## src/rtl/riscv_pkg.sv

```systemverilog
// Shared core constants and types used by the fetch stage.
package riscv_pkg;

    localparam int XLEN = 32;

    localparam logic [XLEN-1:0] NOP_INSTR        = 32'h0000_0013;
    localparam logic [XLEN-1:0] RESET_PC_DEFAULT = 32'h0000_0000;

    typedef struct packed {
        logic [XLEN-1:0] instr;
        logic [XLEN-1:0] pc;
    } fetch_entry_t;

    function automatic logic [XLEN-1:0] align_pc(input logic [XLEN-1:0] pc);
        return pc & ~{{(XLEN-2){1'b0}}, 2'b11};
    endfunction

endpackage

```

## src/rtl/ifetch_buf.sv

```systemverilog
// Two-entry instruction/PC buffer between the memory response and decode.
module ifetch_buf
    import riscv_pkg::*;
#(
    parameter logic [XLEN-1:0] RESET_PC = RESET_PC_DEFAULT
)
(
    input  logic            clk_i,
    input  logic            rst_i,
    input  logic            flush_i,
    input  logic            push_i,
    input  logic [XLEN-1:0] push_instr_i,
    input  logic [XLEN-1:0] push_pc_i,
    input  logic            pop_i,
    output logic [1:0]      count_o,
    output logic            valid_o,
    output logic [XLEN-1:0] head_instr_o,
    output logic [XLEN-1:0] head_pc_o
);

    fetch_entry_t    mem_q [2];
    fetch_entry_t    mem_d [2];
    logic            head_q, head_d;
    logic [1:0]      count_q, count_d;
    logic [XLEN-1:0] last_pc_q, last_pc_d;
    logic            tail;

    assign valid_o      = (count_q != 2'd0);
    assign count_o      = count_q;
    assign head_instr_o = valid_o ? mem_q[head_q].instr : NOP_INSTR;
    assign head_pc_o    = valid_o ? mem_q[head_q].pc    : last_pc_q;

    always_comb begin
        // With one entry the tail is the other slot; with zero or two it is the head slot.
        tail      = head_q ^ count_q[0];
        mem_d     = mem_q;
        head_d    = head_q;
        count_d   = count_q;
        last_pc_d = valid_o ? mem_q[head_q].pc : last_pc_q;
        if (flush_i) begin
            head_d  = 1'b0;
            count_d = 2'd0;
        end else begin
            if (push_i) begin
                mem_d[tail] = '{instr: push_instr_i, pc: push_pc_i};
            end
            if (pop_i) begin
                head_d = ~head_q;
            end
            count_d = count_q + {1'b0, push_i} - {1'b0, pop_i};
        end
    end

    always_ff @(posedge clk_i) begin
        if (rst_i) begin
            head_q    <= 1'b0;
            count_q   <= 2'd0;
            last_pc_q <= RESET_PC;
            mem_q[0]  <= '0;
            mem_q[1]  <= '0;
        end else begin
            head_q    <= head_d;
            count_q   <= count_d;
            last_pc_q <= last_pc_d;
            mem_q     <= mem_d;
        end
    end

endmodule

```

## src/rtl/ifetch.sv

```systemverilog
// Instruction fetch: fetch PC, single-cycle memory request tracking and
// the decode-facing instruction buffer.
module ifetch
    import riscv_pkg::*;
#(
    parameter logic [XLEN-1:0] RESET_PC  = RESET_PC_DEFAULT,
    parameter int              BUF_DEPTH = 2
)
(
    input  logic            clk_i,
    input  logic            rst_i,
    output logic            imem_req_o,
    output logic [XLEN-1:0] imem_addr_o,
    input  logic [XLEN-1:0] imem_data_i,
    input  logic            redirect_i,
    input  logic [XLEN-1:0] redirect_pc_i,
    input  logic            id_ready_i,
    output logic            if_valid_o,
    output logic [XLEN-1:0] if_instr_o,
    output logic [XLEN-1:0] if_pc_o
);

    localparam logic [2:0] DEPTH_L = 3'(BUF_DEPTH);

    logic [XLEN-1:0] fetch_pc_q, fetch_pc_d;
    logic [XLEN-1:0] inflight_pc_q, inflight_pc_d;
    logic            inflight_q, inflight_d;
    logic [1:0]      buf_count;
    logic            buf_valid;
    logic [XLEN-1:0] buf_instr;
    logic [XLEN-1:0] buf_pc;
    logic            pop;
    logic [2:0]      occupancy;
    logic            req;

    always_comb begin
        pop = buf_valid & id_ready_i & ~rst_i;
        // A slot freed by this cycle's pop is already available, which keeps
        // delivery at one instruction per cycle while decode is ready.
        occupancy     = {1'b0, buf_count} + {2'b00, inflight_q} - {2'b00, pop};
        req           = ~rst_i & ~redirect_i & (occupancy < DEPTH_L);
        inflight_d    = req;
        inflight_pc_d = align_pc(fetch_pc_q);
        fetch_pc_d    = fetch_pc_q;
        if (redirect_i) begin
            fetch_pc_d = align_pc(redirect_pc_i);
        end else if (req) begin
            fetch_pc_d = align_pc(fetch_pc_q) + XLEN'(4);
        end
    end

    always_ff @(posedge clk_i) begin
        if (rst_i) begin
            fetch_pc_q    <= RESET_PC;
            inflight_q    <= 1'b0;
            inflight_pc_q <= '0;
        end else begin
            fetch_pc_q    <= fetch_pc_d;
            inflight_q    <= inflight_d;
            inflight_pc_q <= inflight_pc_d;
        end
    end

    ifetch_buf #(
        .RESET_PC (RESET_PC)
    ) u_buf (
        .clk_i        (clk_i),
        .rst_i        (rst_i),
        .flush_i      (redirect_i),
        .push_i       (inflight_q),
        .push_instr_i (imem_data_i),
        .push_pc_i    (inflight_pc_q),
        .pop_i        (pop),
        .count_o      (buf_count),
        .valid_o      (buf_valid),
        .head_instr_o (buf_instr),
        .head_pc_o    (buf_pc)
    );

    assign imem_req_o  = req;
    assign imem_addr_o = align_pc(fetch_pc_q);
    assign if_valid_o  = buf_valid & ~rst_i;
    assign if_instr_o  = rst_i ? NOP_INSTR : buf_instr;
    assign if_pc_o     = rst_i ? RESET_PC  : buf_pc;

endmodule
```

## config.mk

```make
export PLATFORM = sky130hd
export DESIGN_NAME = ifetch
export DESIGN_NICKNAME = d
export VERILOG_FILES = /design/src/rtl/riscv_pkg.sv /design/src/rtl/ifetch_buf.sv /design/src/rtl/ifetch.sv
export SDC_FILE = /design/constraint.sdc
export NUM_CORES = 1
export LEC_CHECK = 0
export CORE_MARGIN = 10
export CORE_UTILIZATION = 54
export CTS_CLUSTER_SIZE = 40
export DETAILED_ROUTE_END_ITERATION = 8
export HOLD_SLACK_MARGIN = 0.1
export PLACE_DENSITY_LB_ADDON = 0.05
export SLEW_MARGIN = 10
export SYNTH_ARGS = -nofsm -noshare
export SYNTH_HDL_FRONTEND = slang
export SYNTH_HIERARCHICAL = 1
export SYNTH_SLANG_ARGS = --single-unit
```

## constraint.sdc

```tcl
create_clock -name clk_i -period 8.05 [get_ports clk_i]
set_clock_uncertainty 0.15 [all_clocks]
set_input_delay 1.61 -clock clk_i [delete_from_list [all_inputs] [get_ports clk_i]]
set_output_delay 1.61 -clock clk_i [all_outputs]
set_load 0.005 [all_outputs]
```

Yosys cells after proc, flatten, opt, wreduce, memory -nomap -nowiden

Index checks and enable logic that the tools add are counted.

$add $sub $neg: 5
Magnitude comparators: 4
Multiplexer cells: 12
Reduce and logical (&&, ||, !) cells: 5
Bitwise gates (word level): 11

Operators by type and width:

| cell                  | number |
|---|---|
| $mux 64               | 4 |
| $mux 32               | 6 |
| $bwmux 128            | 1 |
| $demux 64 s1          | 1 |
| $add 32x3->32 const B | 1 |
| $and 1x1->1           | 5 |
| $ge 2x2->1 const B    | 2 |
| $not 1->2             | 2 |
| $reduce_bool 2->1     | 2 |
| $add 2x1->3           | 1 |
| $lt 3x2->1 const B    | 1 |
| $not 1->1             | 3 |
| $sub 3x1->3           | 1 |
| $add 2x1->2           | 1 |
| $lt 2x1->1 const B    | 1 |
| $reduce_and 2->1      | 1 |
| $reduce_or 2->1       | 1 |
| $sub 2x1->2           | 1 |
| $logic_and 1x1->1     | 1 |
| $xor 1x1->1           | 1 |

Word-level logic and storage cells: 49
Register bits after elaboration: 228
Output and inout bits: 98
Input bits: 68

Longest topological paths before layout

Depth in word-level cells: 8
Mapped depth: 14
Depth with buffers taken out: 12

By module

Netlist, hierarchy kept.

Modules (own cells, without submodules):

| module     | area each (sq um) | instances | cells each | seq. area each (sq um) |
|---|---|---|---|---|
| ifetch_buf | 7,482.2           | 1         | 778        | 3,263.1 |
| ifetch     | 3,186.8           | 1         | 371        | 1,221.2 |

Worst setup path after synthesis

No wires, ideal clock.

Path type: input -> output
Start: input rst_i
End: output imem_req_o
Path buffers: 4
Stages: 12
Arrival: 3,999 ps
Slack: 2,291 ps
Data required time: 6,290 ps
Path through: buf_2 -> clkbuf_1 -> nor2b_1 -> and2_1 -> ha_1 -> nand2b_1 -> fa_1 -> buf_2 -> nand2_1 -> or3_1 -> clkbuf_1 -> inv_1

Longest elaborated chain between the ends: 5
Elaborated cells between the ends (all ways): 6
Classes of those cells: add/sub (1); order compare (1); bitwise (4)

Ends and longest elaborated chain:

| item               | line         | RTL |
|---|---|---|
| start: declaration | ifetch.sv:11 | `input logic rst_i,` |
| $not 1->1          | ifetch.sv:37 | `pop = buf_valid & id_ready_i & ~rst_i;` |
| $and 1x1->1        | ifetch.sv:37 |  |
| net pop            | ifetch.sv:32 | `logic pop;` |
| $sub 3x1->3        | ifetch.sv:40 | `occupancy = {1'b0, buf_count} + {2'b00, inflight_q} - {2'b00, pop};` |
| $lt 3x2->1         | ifetch.sv:41 | `req = ~rst_i & ~redirect_i & (occupancy < DEPTH_L);` |
| $and 1x1->1        | ifetch.sv:41 |  |
| end: declaration   | ifetch.sv:12 | `output logic imem_req_o,` |

The timed path passes the listed nets, and every way through them passes these cells.

Worst setup path in the final report

Same ends and word-level chain as after synthesis.

==> impl_metrics.tcl <==
set metrics [dict create \
    status "finished, final reports clean" \
    clock_path_buffers 3 \
    vias 7937 \
    worst-path-buf-inv 4 \
    r2r-start "u_buf/count_o[1]" \
    crit_required_ps 6290 \
    fin_nets 1341 \
    core.rowCount 51 \
    critPathMaxFanout 81 \
    post_cts_resized 0 \
    fp.dieW_um 160.6 \
    rsz0062_at_grt "no" \
    htree_levels 1 \
    place_hpwl_um 15270 \
    grt_pass1_vias 7794 \
    wl_met3_um 1276 \
    met2_length_um 11180 \
    gp_congestion 0.8520 \
    synth_warnings 6 \
    io_buffers 161 \
    cp_slowest_stage_delay_ps 580 \
    cts_root_buffer "clkbuf_16" \
    wl_met1_um 11500 \
    timing.final.crit_share_pct 84.58 \
    start_util_pct 54.82 \
    numCtsBuffers 25 \
    max_cap_violations 0 \
    diodes 0 \
    wl_per_cell_um 15.66 \
    highest_layer "met4" \
    die-height_um 160.6 \
    dpl.cell_count 1506 \
    wirelength_um 24300 \
    detail-route-antenna-nets 0 \
    min_path_type "reg -> reg" \
    placedInstanceArea_sq_um 12310 \
    drv_slew 0 \
    tns_ps 0 \
    track_usage_pct 18.07 \
    antenna_found_initial 0 \
    r2r_slack_ps 3950 \
    intPower_w 0.001959 \
    instances_no_fill 1552 \
    worstHoldStart "u_buf/last_pc_q[19]" \
    setup.worst_path.start_class "primary input" \
    design_area_sq_um 13160 \
    clk_pin_slew_worst_paths_ps 60 \
    syn_area_sq_um 10670 \
    swShare_pct 22.72 \
    crit_family "simple AND/OR/NAND/NOR gates" \
    max_freq_mhz 146.9 \
    drt_first_pass_iters 4 \
    ys_seq_elements 224 \
    clock-sinks 224 \
    crit_chain "clkbuf_8 -> nor2b_1 -> and2_1 -> ha_1 -> nand2b_1 -> fa_1 -> xnor2_1 -> buf_4 -> nand2_1 -> or3_1 -> inv_1 -> clkdlybuf4s50_1" \
    cts_hold_buf 0 \
    grt_pass1_wl_um 39780 \
    synthToLayoutAreaGrowth_pct 23.31 \
    grt_max_degree 223 \
    leakage_nw 5.132 \
    ioPinCount 166 \
    vias_per_cell 5.114 \
    crit_arrival_ps 5050 \
    min_period_ps 6809 \
    end_kind "output pin" \
    setup_viol 0 \
    r2r-end "fetch_pc_q[22]" \
    path_depth 12 \
    yosysSeqAreaShare_pct 42.03 \
    min_path_cells 2 \
    p_seq_share_pct 46.0 \
    combPwrFrac_pct 8.2 \
    drc 0 \
    switching_power_w 0.0005758 \
    die-area_sq_um 25780 \
    fillers 1644 \
    critPathSlowestCell "or3_1" \
    min_to "u_buf/last_pc_q[19]" \
    grt-ovfl-total 0 \
    post_cts_buffers 0 \
    syn_area_per_cell_sq_um 9.285 \
    path_class "in -> out" \
    netlist-cell-type-count 53 \
    insertion_delay_ps 520 \
    ir_worst_vdd_mv 0.1370 \
    r2r_cells 12 \
    tritoncts "done" \
    fp.coreArea_sq_um 19460 \
    register_area_sq_um 4488 \
    multiInputGateArea_sq_um 5747 \
    synthCells 1149 \
    final-hold-violation-count 0 \
    maxSlewHeadroom_pct 24.99 \
    power-per-cell-area_nw_per_um2 192.6 \
    p_clk_share_pct 45.8 \
    drive_gt1_share_pct 8.625 \
    drt_iter0_drc 326 \
    worst_pin_slew_ps 1125 \
]
==> cells in the mapped netlist (all sizes together) <==
master     n  area, sq um
and3       3        18.77
a311oi     3        26.28
xnor2     27        236.5
o21ai      3        15.01
nor2b     88        558.0
nand4      9        92.59
conb       1        3.750
a21oi     42        210.2
fa         1        20.02
nand3     11        65.06
clkbuf    47        176.4
nor4      10        93.84
ha         4        50.05
xor2       2        17.52
nand2b   193         1207
nor2      53        198.9
a211oi    10        85.08
o22ai      6        37.54
or2        3        18.77
mux2i    161         1612
a31oi      5        31.28
nand2    128        488.0
nor3b      2        15.01
buf       34        240.2
o311ai     1        8.760
and2       9        56.30
a31o       1        8.760
inv       12        45.04
a2bb2oi    1        8.760
nand3b     1        7.510
mux2      32        360.4
nor3       9        55.05
nor4b      2        23.77
and4       5        51.30
o21bai     3        22.52
dfxtp    224         4484
or3        3        18.77
==> layer usage <==
layer,up-vias,track usage [%]
met5,-,0
li1,4033,-
met2,175,29.12
met4,0,4.925
met3,27,4.013
met1,3702,23.84
==> cell families after synthesis <==
family / synth area share (%)
DFF: 42.03
and+or+nand+nor: 27.83
other: 0.03515
muxes: 18.48
xor gates and xnor gates: 2.381
adders and majority gates: 0.6568
AOI/OAI and AO/OA: 4.257
buffers and inverters: 4.327
==> power groups by stage <==
| stage | Clock [W] | Combinational (W) | Sequential [W] |
|---|---|---|---|
| final | 0.00116 | 0.000207 | 0.00117 |
| after global routing | 0.00124 | 0.000225 | 0.00117 |
| after CTS | 0.00119 | 0.000209 | 0.00117 |
| after detailed placement | 0 | 0.000207 | 0.00119 |
| after global placement | 0 | 0.000206 | 0.00119 |
| after floorplan | 0 | 0.000128 | 0.00118 |
==> worst register-to-register path, stage by stage, from the launching register on <==
cell	delay, ps
dfxtp_1	470
nor2_4	70
inv_2	520
nor2b_1	260
and2_1	210
ha_1	240
nand2b_1	150
fa_1	660
nor2b_4	280
nand3_2	160
nor4_1	500
a2bb2oi_1	210
o21ai_1	80
==> registers in the layout, summed over array words and instances (netlist names) <==
name and cells:
u_buf/count_o 2, inflight_pc_q 30, u_buf/mem_q 128, u_buf/last_pc_q 32
fetch_pc_q 30, u_buf/head_q 1, inflight_q 1
==> metrics by stage <==
| step | power, W | hold slack, ps | utilization (%) | worst slack (ps) |
|---|---|---|---|---|
| 6_report | 0.002535 | 308.7 | 67.60 | 1241 |
| 5_1_grt | 0.002632 | 328.9 | 67.60 | 972.2 |
| 4_1_cts | 0.002562 | 310.0 | 67.60 | 1254 |
| 3_5_place_dp | 0.001397 | 302.4 | 63.23 | 1285 |
| 3_3_place_gp | 0.001396 | 296.1 | 63.23 | 1284 |
| 2_1_floorplan | 0.001308 | 289.9 | - | 2291 |
==> worst max-delay path by stage <==
stage	from	endpoint	slack (ps)
after floorplan	rst_i	imem_req_o	2290
after global placement	rst_i	imem_req_o	1280
final	rst_i	imem_req_o	1240
after detailed placement	rst_i	imem_req_o	1280
after global routing	rst_i	imem_req_o	970
after CTS	rst_i	imem_req_o	1250
==> area by class of cell <==
| type | count | share of cell area (%) |
|---|---|---|
| inverters | 12 | 0.3424 |
| well taps | 265 | 2.520 |
| repair buffers | 170 | 12.89 |
| multi-input cells | 835 | 43.68 |
| clock inverters | 11 | 1.037 |
| flip-flops and latches | 224 | 34.11 |
| clock buffers | 35 | 5.421 |
==> layout by cell type, fill, tap and decap left out, types with 6 or more instances in the layout <==
master             n
a21oi_1           42
and2_1             9
nand4_1            6
nand2_1          127
nor3_1             7
a211oi_1           8
clkdlybuf4s50_1  160
clkbuf_8           6
nand2b_1         193
mux2i_1          161
clkinv_2           6
clkbuf_16         25
nor2_1            52
o22ai_1            6
xnor2_1           27
nand3_1            9
buf_4              8
inv_1             11
mux2_2            32
dfxtp_1          223
nor2b_1           87
Note: power is estimated with default switching activity, not from simulation.
